$ cat config.mk
export PLATFORM = sky130hd
export DESIGN_NAME = mc_alu
export DESIGN_NICKNAME = d
export VERILOG_FILES = /design/src/rtl/mc_alu.sv
export SDC_FILE = /design/constraint.sdc
export NUM_CORES = 1
export LEC_CHECK = 0
export CELL_PAD_IN_SITES_DETAIL_PLACEMENT = 1
export CELL_PAD_IN_SITES_GLOBAL_PLACEMENT = 2
export CORE_MARGIN = 2
export CORE_UTILIZATION = 35
export DETAILED_ROUTE_END_ITERATION = 6
export GPL_TIMING_DRIVEN = 0
export PLACE_DENSITY = 0.84
export SLEW_MARGIN = 25
export SYNTH_ARGS = -nofsm -noshare
export SYNTH_HDL_FRONTEND = slang
export SYNTH_SLANG_ARGS = --single-unit
$ cat constraint.sdc
create_clock -name clk -period 3.8 [get_ports clk]
set_clock_uncertainty 0.2 [all_clocks]
set_input_delay 0.38 -clock clk [delete_from_list [all_inputs] [get_ports clk]]
set_output_delay 0.38 -clock clk [all_outputs]
set_load 0.005 [all_outputs]
$ cat src/rtl/mc_alu.sv
// Multi-cycle ALU: 1-cycle arithmetic/logic, iterative 1-bit-per-cycle shifter.
// Define MC_ALU_FAST_SHIFT_EN to replace the iterative shifter with a 1-cycle barrel shifter.
module mc_alu #(
  parameter int WIDTH = 32
) (
  input  logic             clk,
  input  logic             reset_n,
  input  logic             kill,
  input  logic             in_valid,
  output logic             in_ready,
  input  logic [3:0]       op,
  input  logic [WIDTH-1:0] op1,
  input  logic [WIDTH-1:0] op2,
  output logic             out_valid,
  input  logic             out_ready,
  output logic [WIDTH-1:0] result,
  output logic             zero,
  output logic             carry,
  output logic             ovf
);

  localparam int SHW = $clog2(WIDTH);

  localparam logic [3:0] OP_ADD  = 4'd0;
  localparam logic [3:0] OP_SUB  = 4'd1;
  localparam logic [3:0] OP_SLL  = 4'd2;
  localparam logic [3:0] OP_SLT  = 4'd3;
  localparam logic [3:0] OP_SLTU = 4'd4;
  localparam logic [3:0] OP_XOR  = 4'd5;
  localparam logic [3:0] OP_SRL  = 4'd6;
  localparam logic [3:0] OP_SRA  = 4'd7;
  localparam logic [3:0] OP_OR   = 4'd8;
  localparam logic [3:0] OP_AND  = 4'd9;

  typedef enum logic [1:0] {
    IDLE  = 2'd0,
    SHIFT = 2'd1,
    DONE  = 2'd2
  } state_t;

  state_t           state_q, state_d;
  logic [WIDTH-1:0] result_q, result_d;
  logic             zero_q, zero_d;
  logic             carry_q, carry_d;
  logic             ovf_q, ovf_d;

  logic             is_sub;
  logic [WIDTH-1:0] b_eff;
  logic [WIDTH:0]   sum;
  logic [SHW-1:0]   shamt;
  logic [WIDTH-1:0] alu_res;
  logic             alu_c;
  logic             alu_v;

  // SUB reuses the ADD adder as op1 + ~op2 + 1; carry-out then means no borrow.
  assign is_sub = (op == OP_SUB);
  assign b_eff  = is_sub ? ~op2 : op2;
  assign sum    = {1'b0, op1} + {1'b0, b_eff} + {{WIDTH{1'b0}}, is_sub};
  assign shamt  = op2[SHW-1:0];

  always_comb begin
    alu_res = '0;
    alu_c   = 1'b0;
    alu_v   = 1'b0;
    case (op)
      OP_ADD, OP_SUB: begin
        alu_res = sum[WIDTH-1:0];
        alu_c   = sum[WIDTH];
        alu_v   = (op1[WIDTH-1] == b_eff[WIDTH-1]) && (sum[WIDTH-1] != op1[WIDTH-1]);
      end
      OP_SLT:  alu_res = {{(WIDTH-1){1'b0}}, ($signed(op1) < $signed(op2))};
      OP_SLTU: alu_res = {{(WIDTH-1){1'b0}}, (op1 < op2)};
      OP_XOR:  alu_res = op1 ^ op2;
      OP_OR:   alu_res = op1 | op2;
      OP_AND:  alu_res = op1 & op2;
`ifdef MC_ALU_FAST_SHIFT_EN
      OP_SLL:  alu_res = op1 << shamt;
      OP_SRL:  alu_res = op1 >> shamt;
      OP_SRA:  alu_res = $unsigned($signed(op1) >>> shamt);
`else
      // Only reached with shamt == 0; non-zero shifts go through SHIFT.
      OP_SLL, OP_SRL, OP_SRA: alu_res = op1;
`endif
      default: alu_res = '0;
    endcase
  end

`ifndef MC_ALU_FAST_SHIFT_EN
  localparam logic [1:0] KIND_SLL = 2'd0;
  localparam logic [1:0] KIND_SRL = 2'd1;
  localparam logic [1:0] KIND_SRA = 2'd2;

  logic [SHW-1:0]   cnt_q, cnt_d;
  logic [1:0]       kind_q, kind_d;
  logic             is_shift;
  logic [WIDTH-1:0] step_res;

  assign is_shift = (op == OP_SLL) || (op == OP_SRL) || (op == OP_SRA);

  always_comb begin
    step_res = result_q;
    case (kind_q)
      KIND_SLL: step_res = {result_q[WIDTH-2:0], 1'b0};
      KIND_SRL: step_res = {1'b0, result_q[WIDTH-1:1]};
      KIND_SRA: step_res = {result_q[WIDTH-1], result_q[WIDTH-1:1]};
      default:  step_res = result_q;
    endcase
  end
`endif

  always_comb begin
    state_d  = state_q;
    result_d = result_q;
    zero_d   = zero_q;
    carry_d  = carry_q;
    ovf_d    = ovf_q;
`ifndef MC_ALU_FAST_SHIFT_EN
    cnt_d    = cnt_q;
    kind_d   = kind_q;
`endif
    if (kill) begin
      state_d = IDLE;
`ifndef MC_ALU_FAST_SHIFT_EN
      cnt_d   = '0;
`endif
    end else begin
      case (state_q)
        IDLE: begin
          if (in_valid) begin
            state_d  = DONE;
            result_d = alu_res;
            zero_d   = (alu_res == '0);
            carry_d  = alu_c;
            ovf_d    = alu_v;
`ifndef MC_ALU_FAST_SHIFT_EN
            if (is_shift && (shamt != '0)) begin
              // result_q doubles as the shift register while in SHIFT.
              state_d  = SHIFT;
              result_d = op1;
              zero_d   = 1'b0;
              cnt_d    = shamt;
              kind_d   = (op == OP_SLL) ? KIND_SLL :
                         (op == OP_SRL) ? KIND_SRL : KIND_SRA;
            end
`endif
          end
        end
`ifndef MC_ALU_FAST_SHIFT_EN
        SHIFT: begin
          result_d = step_res;
          cnt_d    = cnt_q - SHW'(1);
          if (cnt_q == SHW'(1)) begin
            state_d = DONE;
            zero_d  = (step_res == '0);
          end
        end
`endif
        DONE: begin
          if (out_ready) state_d = IDLE;
        end
        default: state_d = IDLE;
      endcase
    end
  end

  always_ff @(posedge clk or negedge reset_n) begin
    if (!reset_n) begin
      state_q  <= IDLE;
      result_q <= '0;
      zero_q   <= 1'b0;
      carry_q  <= 1'b0;
      ovf_q    <= 1'b0;
`ifndef MC_ALU_FAST_SHIFT_EN
      cnt_q    <= '0;
      kind_q   <= KIND_SLL;
`endif
    end else begin
      state_q  <= state_d;
      result_q <= result_d;
      zero_q   <= zero_d;
      carry_q  <= carry_d;
      ovf_q    <= ovf_d;
`ifndef MC_ALU_FAST_SHIFT_EN
      cnt_q    <= cnt_d;
      kind_q   <= kind_d;
`endif
    end
  end

  assign in_ready  = (state_q == IDLE);
  assign out_valid = (state_q == DONE);
  assign result    = result_q;
  assign zero      = zero_q;
  assign carry     = carry_q;
  assign ovf       = ovf_q;

endmodule

==> results.yml <==
clocking:
  clock-sinks: 44
  clock_tree.htree_level_count: 2
  cts_buffer_depth: 2
  insertion_delay_ns: 0.29
  cts.clk_slew.worst_paths_ns: 0.07
  cts_root_buffer: "clkbuf_16"
  cts_buffers: 5
  cts_tree: "built"
critical_path:
  path_max_fanout: 5
  cp_cell_sequence: "buf_12, nor4b_4, buf_6, clkbuf_16, mux2i_4, fa_2, nand3b_1, a2111oi_4, nor2_1, nand2_1, o21ai_0, a211oi_2, nand4_1, nor4_2, nand4_1, o21ai_1"
  cp.required_ns: 3.82
  cp-end-kind: "flop"
  max_stage_delay_ns: 0.47
  path_common_cell: "nand4_1"
  arrival_ns: 3.98
  cp-start-kind: "primary input"
  critical_path_class: "primary input to flop"
  slowest_stage: "a2111oi_4"
placement:
  dp_slack_ns: -1.31
  dpl.cell_count: 1479
  io_buffers: 106
  dp_hpwl_um: 26700
  place.gp.congestion: 0.891
  placed_area_um2: 9600
synth:
  synth-seq-cells: 44
  synth_edf_count: 0
  yosysTopAreaCellShare_pct: 21.3
  dominantRegCellSynth: "dfrtp_1"
  syn_area_um2: 8040
  yosysMostFrequentCell: "o21ai_0"
  syn_nets: 1298
  ys_seq_area_share_pct: 13.7
  async_flop_share_pct: 100
  synthTopCellsByCount: "o21ai_0, ha_1, inv_1"
  yosys.area.top_type: "ha_1"
  synthCells: 1087
  synth_cell_type_count: 79
  synth_warnings: 0
  syn_area_per_cell_um2: 7.40
  synth.area.top_cells: "ha_1, dfrtp_1, o21ai_0"
sta:
  worstMarginPinSlew_ns: 0.871
  fin_crit_sh_pct: 104
  rsz0062_at_grt: "true"
  maxSlewHeadroom_pct: 41.9
  setup_viol: 1
  finalSetupTns_ns: -0.163
  fin_crit_ns: 3.96
  timing.fmax_mhz: 252
  slew_viol_final: 0
  hold_viol: 0
  finalWorstSetupSlack_ns: -0.163
  worst_hold_slack_ns: 0.252
pwr:
  power_leakage_nw: 4.36
  pwr_density_cell_nw_per_um2: 310
  peakVddDrop_mv: 0.186
floorplanning:
  start_util_pct: 35.6
  dieArea_um2: 24200
  ioPinCount: 110
  die-height_um: 156
  core_um2: 22600
  die_width_um: 156
  rows: 55
global_route:
  grt_overflow: 0
  grt.busiest_layer: "met2"
  grt_use_met2_pct: 47.1
  grt_usage_pct: 27.1
  use_met1_pct: 36.7
  antenna_found_initial: 0
  grt_pass1_wl_um: 51200
  use_met3_pct: 1.19
  grt_start_max_net_pins: 29
  grt_pass1_vias: 8745
worst_hold_path:
  worstHoldPathType: "primary input to flop"
layout:
  final_area_um2: 10100
  drive_gt1_share_pct: 7.62
  fillers: 2814
  syn2layout_area_growth_pct: 26.0
  nets: 1430
  n_antenna_cell: 0
  instances_no_fill: 1505
drt:
  first_pass_iters: 6
  drtIter0Drc: 473
  final_antenna_net_count: 0
  wl_um: 33300
  wl_per_cell_um: 22.1
  num_vias: 8886
  vias_per_cell: 5.90
  drc: 0
outcome:
  status: "complete, but fails checks"
  violations: "negative setup slack"
job:
  drv_cap: 0
-- area by class of cell --
cell class                      count  area, um2  share of cell area (%)
Multi-Input combinational cell    888       6600                    65.2
Timing Repair Buffer              125       1240                    12.2
Sequential cell                    44       1100                    10.9
Tap cell                          285        357                    3.52
Inverter                           92        345                    3.41
Buffer                             63        342                    3.37
Clock buffer                        6        139                    1.37
Clock inverter                      2       10.0                  0.0988
-- state kept, by name (all words and copies together) (netlist names) --
register  count
ovf           1
state_q       2
cnt_q         5
zero          1
kind_q        2
carry         1
result       32
-- critical path, delay by kind of cell --
family	cells	cell delay, ns
compound gates	4	1.20
fa+ha+maj	1	0.38
simple gates	7	1.48
mux	1	0.08
buf+inv	3	0.45
-- repair_timing --
action	CTS	global route
hold endpoints to repair	16	0
gates resized for setup	50	14
hold buffers	1	0
setup buffers	14	3
endpoints found under the setup margin	31	9
pin swaps	22	14
-- through the flow --
step	util, %	total power [mW]
2_1_floorplan	-	1.81
3_3_place_gp	42.4	2.55
3_5_place_dp	42.5	2.58
4_1_cts	44.5	3.10
5_1_grt	44.9	3.37
6_report	44.9	3.14
-- cell families (layout without fill, tap and decap cells) --
group,Yosys count,count (layout),share of synthesized area [%]
XOR/XNOR,59,59,6.43
adder cells (fa/ha/maj),138,138,21.6
multiplexers,14,14,1.76
buffers and inverters,155,288,7.44
flip-flops,44,44,13.7
AO/OA/AOI/OAI,388,388,31.1
AND/OR/NAND/NOR,289,289,18.0
-- final timing paths --
path / start / end / slack (ns) / depth (start not counted)
min in group asynchronous: reset_n / result[2] / 0.36 / 2
worst max register to register: kind_q[0] / zero / 0.54 / 10
worst max-delay path: op[3] / zero / -0.16 / 16
worst min-delay path: kill / cnt_q[2] / 0.25 / 2
max in group asynchronous: reset_n / result[26] / 2.53 / 3
worst min register to register: result[2] / result[2] / 0.33 / 2
-- layout by cell type (no fill, tap or decap), drive strengths merged, types with 11 or more instances in the layout --
master         count
a222oi            21
nor4              14
nand3             11
a21oi             80
a31oi             11
nor3              15
xor2              19
a21o              15
nand2             84
buf               30
o21ai            143
nor2              72
dfrtp             44
nand2b            35
xnor2             40
mux2i             13
inv               92
o211ai            37
clkdlybuf4s50    101
ha               137
nand4             12
clkbuf            60
-- power by group --
group,internal [mW],total (mW),switching (mW)
clock,0.260,0.452,0.193
sequential,0.555,0.684,0.129
combinational,0.810,2.01,1.20
-- layer usage --
| metal | part of all wire (%) | up-vias |
|---|---|---|
| met3 | 4.2 | 46 |
| met2 | 48 | 250 |
| met1 | 46 | 4383 |
| li1 | - | 4207 |
| met5 | 0 | - |
| met4 | 2.6 | 0 |
Power figures use the tool's default switching activity.
==> edit, RTL diff (same flow settings) <==
Re-encode `state_t` (3 states) as one-hot, 3 bits wide.
--- a/src/rtl/mc_alu.sv
+++ b/src/rtl/mc_alu.sv
@@ -33,8 +33,8 @@
   localparam logic [3:0] OP_AND  = 4'd9;
 
-  typedef enum logic [1:0] {
-    IDLE  = 2'd0,
-    SHIFT = 2'd1,
-    DONE  = 2'd2
+  typedef enum logic [2:0] {
+    IDLE  = 3'b001,
+    SHIFT = 3'b010,
+    DONE  = 3'b100
   } state_t;
 
Function: no difference found for any inputs over 4 cycles, from zero or initial values and one cycle with reset_n low; so few cycles prove little.
==> edit against the original RTL <==
- largest cell class unchanged
- non-clock buffer count up 21
- routed wire length up 5.6%
- power up 34%
- worst setup slack worse by 0.17 ns
- global-route usage up 1.0 points
- synthesized area up 3.0%
- the flow still finishes with violations (negative setup slack)
- sequential cell count up 1
- final area up 7.3%
==> edit: results (changes against the original RTL) <==
Worst setup path
  • Worst r2r src: cnt_q[1]
  • Slowest CP cell: or4_4
  • Reg-to-reg setup timing slack: 0.05 ns (-0.49 ns)
  • CP startpoint: op[1]
  • FF-to-FF path depth: 13 (+3)
  • CP endpoint: zero
  • Crit path max fanout: 5 (unchanged)
  • Critical Path AT: 4.13 ns (+0.15 ns)
  • Top cell family by delay on the critical path: compound AO/OA/AOI/OAI gates
  • CP peak stage delay: 0.58 ns (+0.11 ns)

Clocking
  • Htree depth: 2 (unchanged)
  • CTS clk-pin slew, worst paths: ~0.06 ns
  • CTS max path bufs: 2 (unchanged)
  • Num CTS Buffers: 5 (unchanged)
  • Skew-Pair Late Insertion Delay: 0.29 ns (about the same)
  • Clock root buffer: clkbuf_16

Worst hold path
  • Hold path depth: 2 (unchanged)
  • Worst hold-check path type: register to register

Final layout
  • Nets@finish: 1468 (+2.7%)
  • Max reg flops: 32 (unchanged)
  • Antenna diode count: 0 (unchanged)
  • Ratio of cells with drive above 1 in the final layout: 0.137 (+0.0605)

Global route
  • Tot GR Track Use: 0.281 (+0.0104)
  • Largest net degree at the start of global routing: 46 (+59%)
  • Vias in the first global route: 9317 (+6.5%)
  • First-pass GRT wire length: 54200 um (+6.0%)
  • Initial antenna violation count: 0 (unchanged)
  • Grt met3 use: 0.0175 (+0.00558)
  • Grt met2 use: 0.476 (+0.00423)
  • GRT met1 Usage: 0.383 (+0.0161)

Synthesis
  • Ys flop type: dfrtp_1
  • Seq/Total Area, Yosys: 0.136 (-0.000839)
  • Fraction of registers with async set or reset after synthesis: 1.00 (unchanged)
  • Post-synth net total: 1315 (+1.3%)
  • Synth area leaders: ha_1 (21%), dfrtp_1 (13%), o21ai_0 (7.2%), xnor2_1 (5.2%), a21oi_1 (4.2%)
  • Ys Warns: 0 (unchanged)
  • Synth unique cells: 80 (+1.3%)
  • Synth top cells by count: ha_1 (137), o21ai_0 (120), inv_1 (89), nand2_1 (81), nor2_1 (75)

Routing
  • Final wirelength: 35200 um (+5.6%)
  • Via density: 5.93 (+0.35%)
  • Initial DRC count: 741 (+57%)
  • DRT Pass-1 Iters: 5 (-1)

Outcome
  • Status: finished with violations
  • Failing checks: negative setup slack

Placed design
  • GPL Wtd Cong: 0.975 (+9.5%)
  • PortBufs: 106 (unchanged)
  • DP Wirelength: 27700 um (+4.1%)

Power and ir drop
  • Pint: 0.00217 W (+34%)
  • Peak VDD IR: 0.211 mV (+14%)
  • LEAKAGE: 4.51 nW (+3.4%)

STA
  • Final slew viol count: 0 (unchanged)
  • Setup Viol. Count Final: 4 (+3)
  • Max_slew headroom: 0.384 (-0.0351)
  • Setup ws final: -0.331 ns (-0.169 ns)
edit: cell count changes after synthesis, moves of 11 or more:
cell / change
xor2_1: -12
nor2b_1: +14
or3_1: +12
o31ai_1: +11
o211ai_1: -19
o21ai_0: -19
edit: repair_timing:
item                                   4_1_cts  5_1_grt
endpoints found under the hold margin       44        0
setup endpoints to repair                   21       18
hold buffers                                 1        0
pin swaps                                   45       30
setup buffers                               32        8
gates resized for setup                     71       39
edit: power by group through the flow:
| stage | combinational (W) | clock (W) | sequential, W |
|---|---|---|---|
| after detailed placement | 0.00253 | 0 | 0.00102 |
| after floorplan | 0.00150 | 0 | 0.000901 |
| after global routing | 0.00302 | 0.000458 | 0.00105 |
| after global placement | 0.00249 | 0 | 0.00102 |
| final | 0.00275 | 0.000435 | 0.00102 |
| after CTS | 0.00266 | 0.000440 | 0.00101 |
edit: layout make-up:
type	count	area (um^2)
well taps	319	399
multi-input cells	907	7110
clock buffers	8	136
flip-flops and latches	45	1130
fillers	2875	12500
repair buffers	148	1420
plain buffers	61	343
inverters	89	334
edit: worst min-delay path by stage:
| stage | startpoint | to | slack, ns |
|---|---|---|---|
| 2_1_floorplan | reset_n | carry | -0.12 |
| 3_3_place_gp | cnt_q[1] | cnt_q[1] | 0.34 |
| 3_5_place_dp | reset_n | result[3] | 0.25 |
| 4_1_cts | cnt_q[1] | cnt_q[1] | 0.37 |
| 5_1_grt | ovf | ovf | 0.41 |
| 6_report | cnt_q[1] | cnt_q[1] | 0.36 |
edit: worst reg2reg max path: cells and delay by family (launching register included):
family / cells / cell delay, ns
buf+inv: 2 / 0.12
fa+ha+maj: 1 / 0.14
compound gates: 3 / 0.83
flops: 1 / 0.40
simple gates: 7 / 1.97
edit: cell families (layout without fill, tap and decap cells):
| family | after synthesis | count (layout) | synth area share |
|---|---|---|---|
| buf+inv | 152 | 306 | 0.0716 |
| compound gates | 367 | 367 | 0.297 |
| flops | 45 | 45 | 0.136 |
| fa+ha+maj | 138 | 138 | 0.209 |
| simple gates | 335 | 335 | 0.213 |
| mux | 11 | 11 | 0.0137 |
| xor+xnor | 56 | 56 | 0.0592 |
edit: per-layer routing:
| layer | vias up | routed length (um) |
|---|---|---|
| li1 | 4353 | - |
| met1 | 4610 | 15800 |
| met2 | 314 | 16500 |
| met3 | 67 | 1760 |
| met4 | 0 | 1190 |
| met5 | - | 0 |
edit: stage by stage:
step	setup TNS [ns]	power, W	worst slack, ns	area [um^2]	instances
floorplan	-0.222	0.00240	-0.198	8460	1104
global placement	-12.15	0.00351	-1.37	9920	1529
detailed placement	-13.23	0.00355	-1.38	9930	1530
CTS	-0.380	0.00411	-0.248	10700	1570
global route	-1.23	0.00453	-0.421	10900	1577
finish	-0.704	0.00421	-0.331	10900	1577
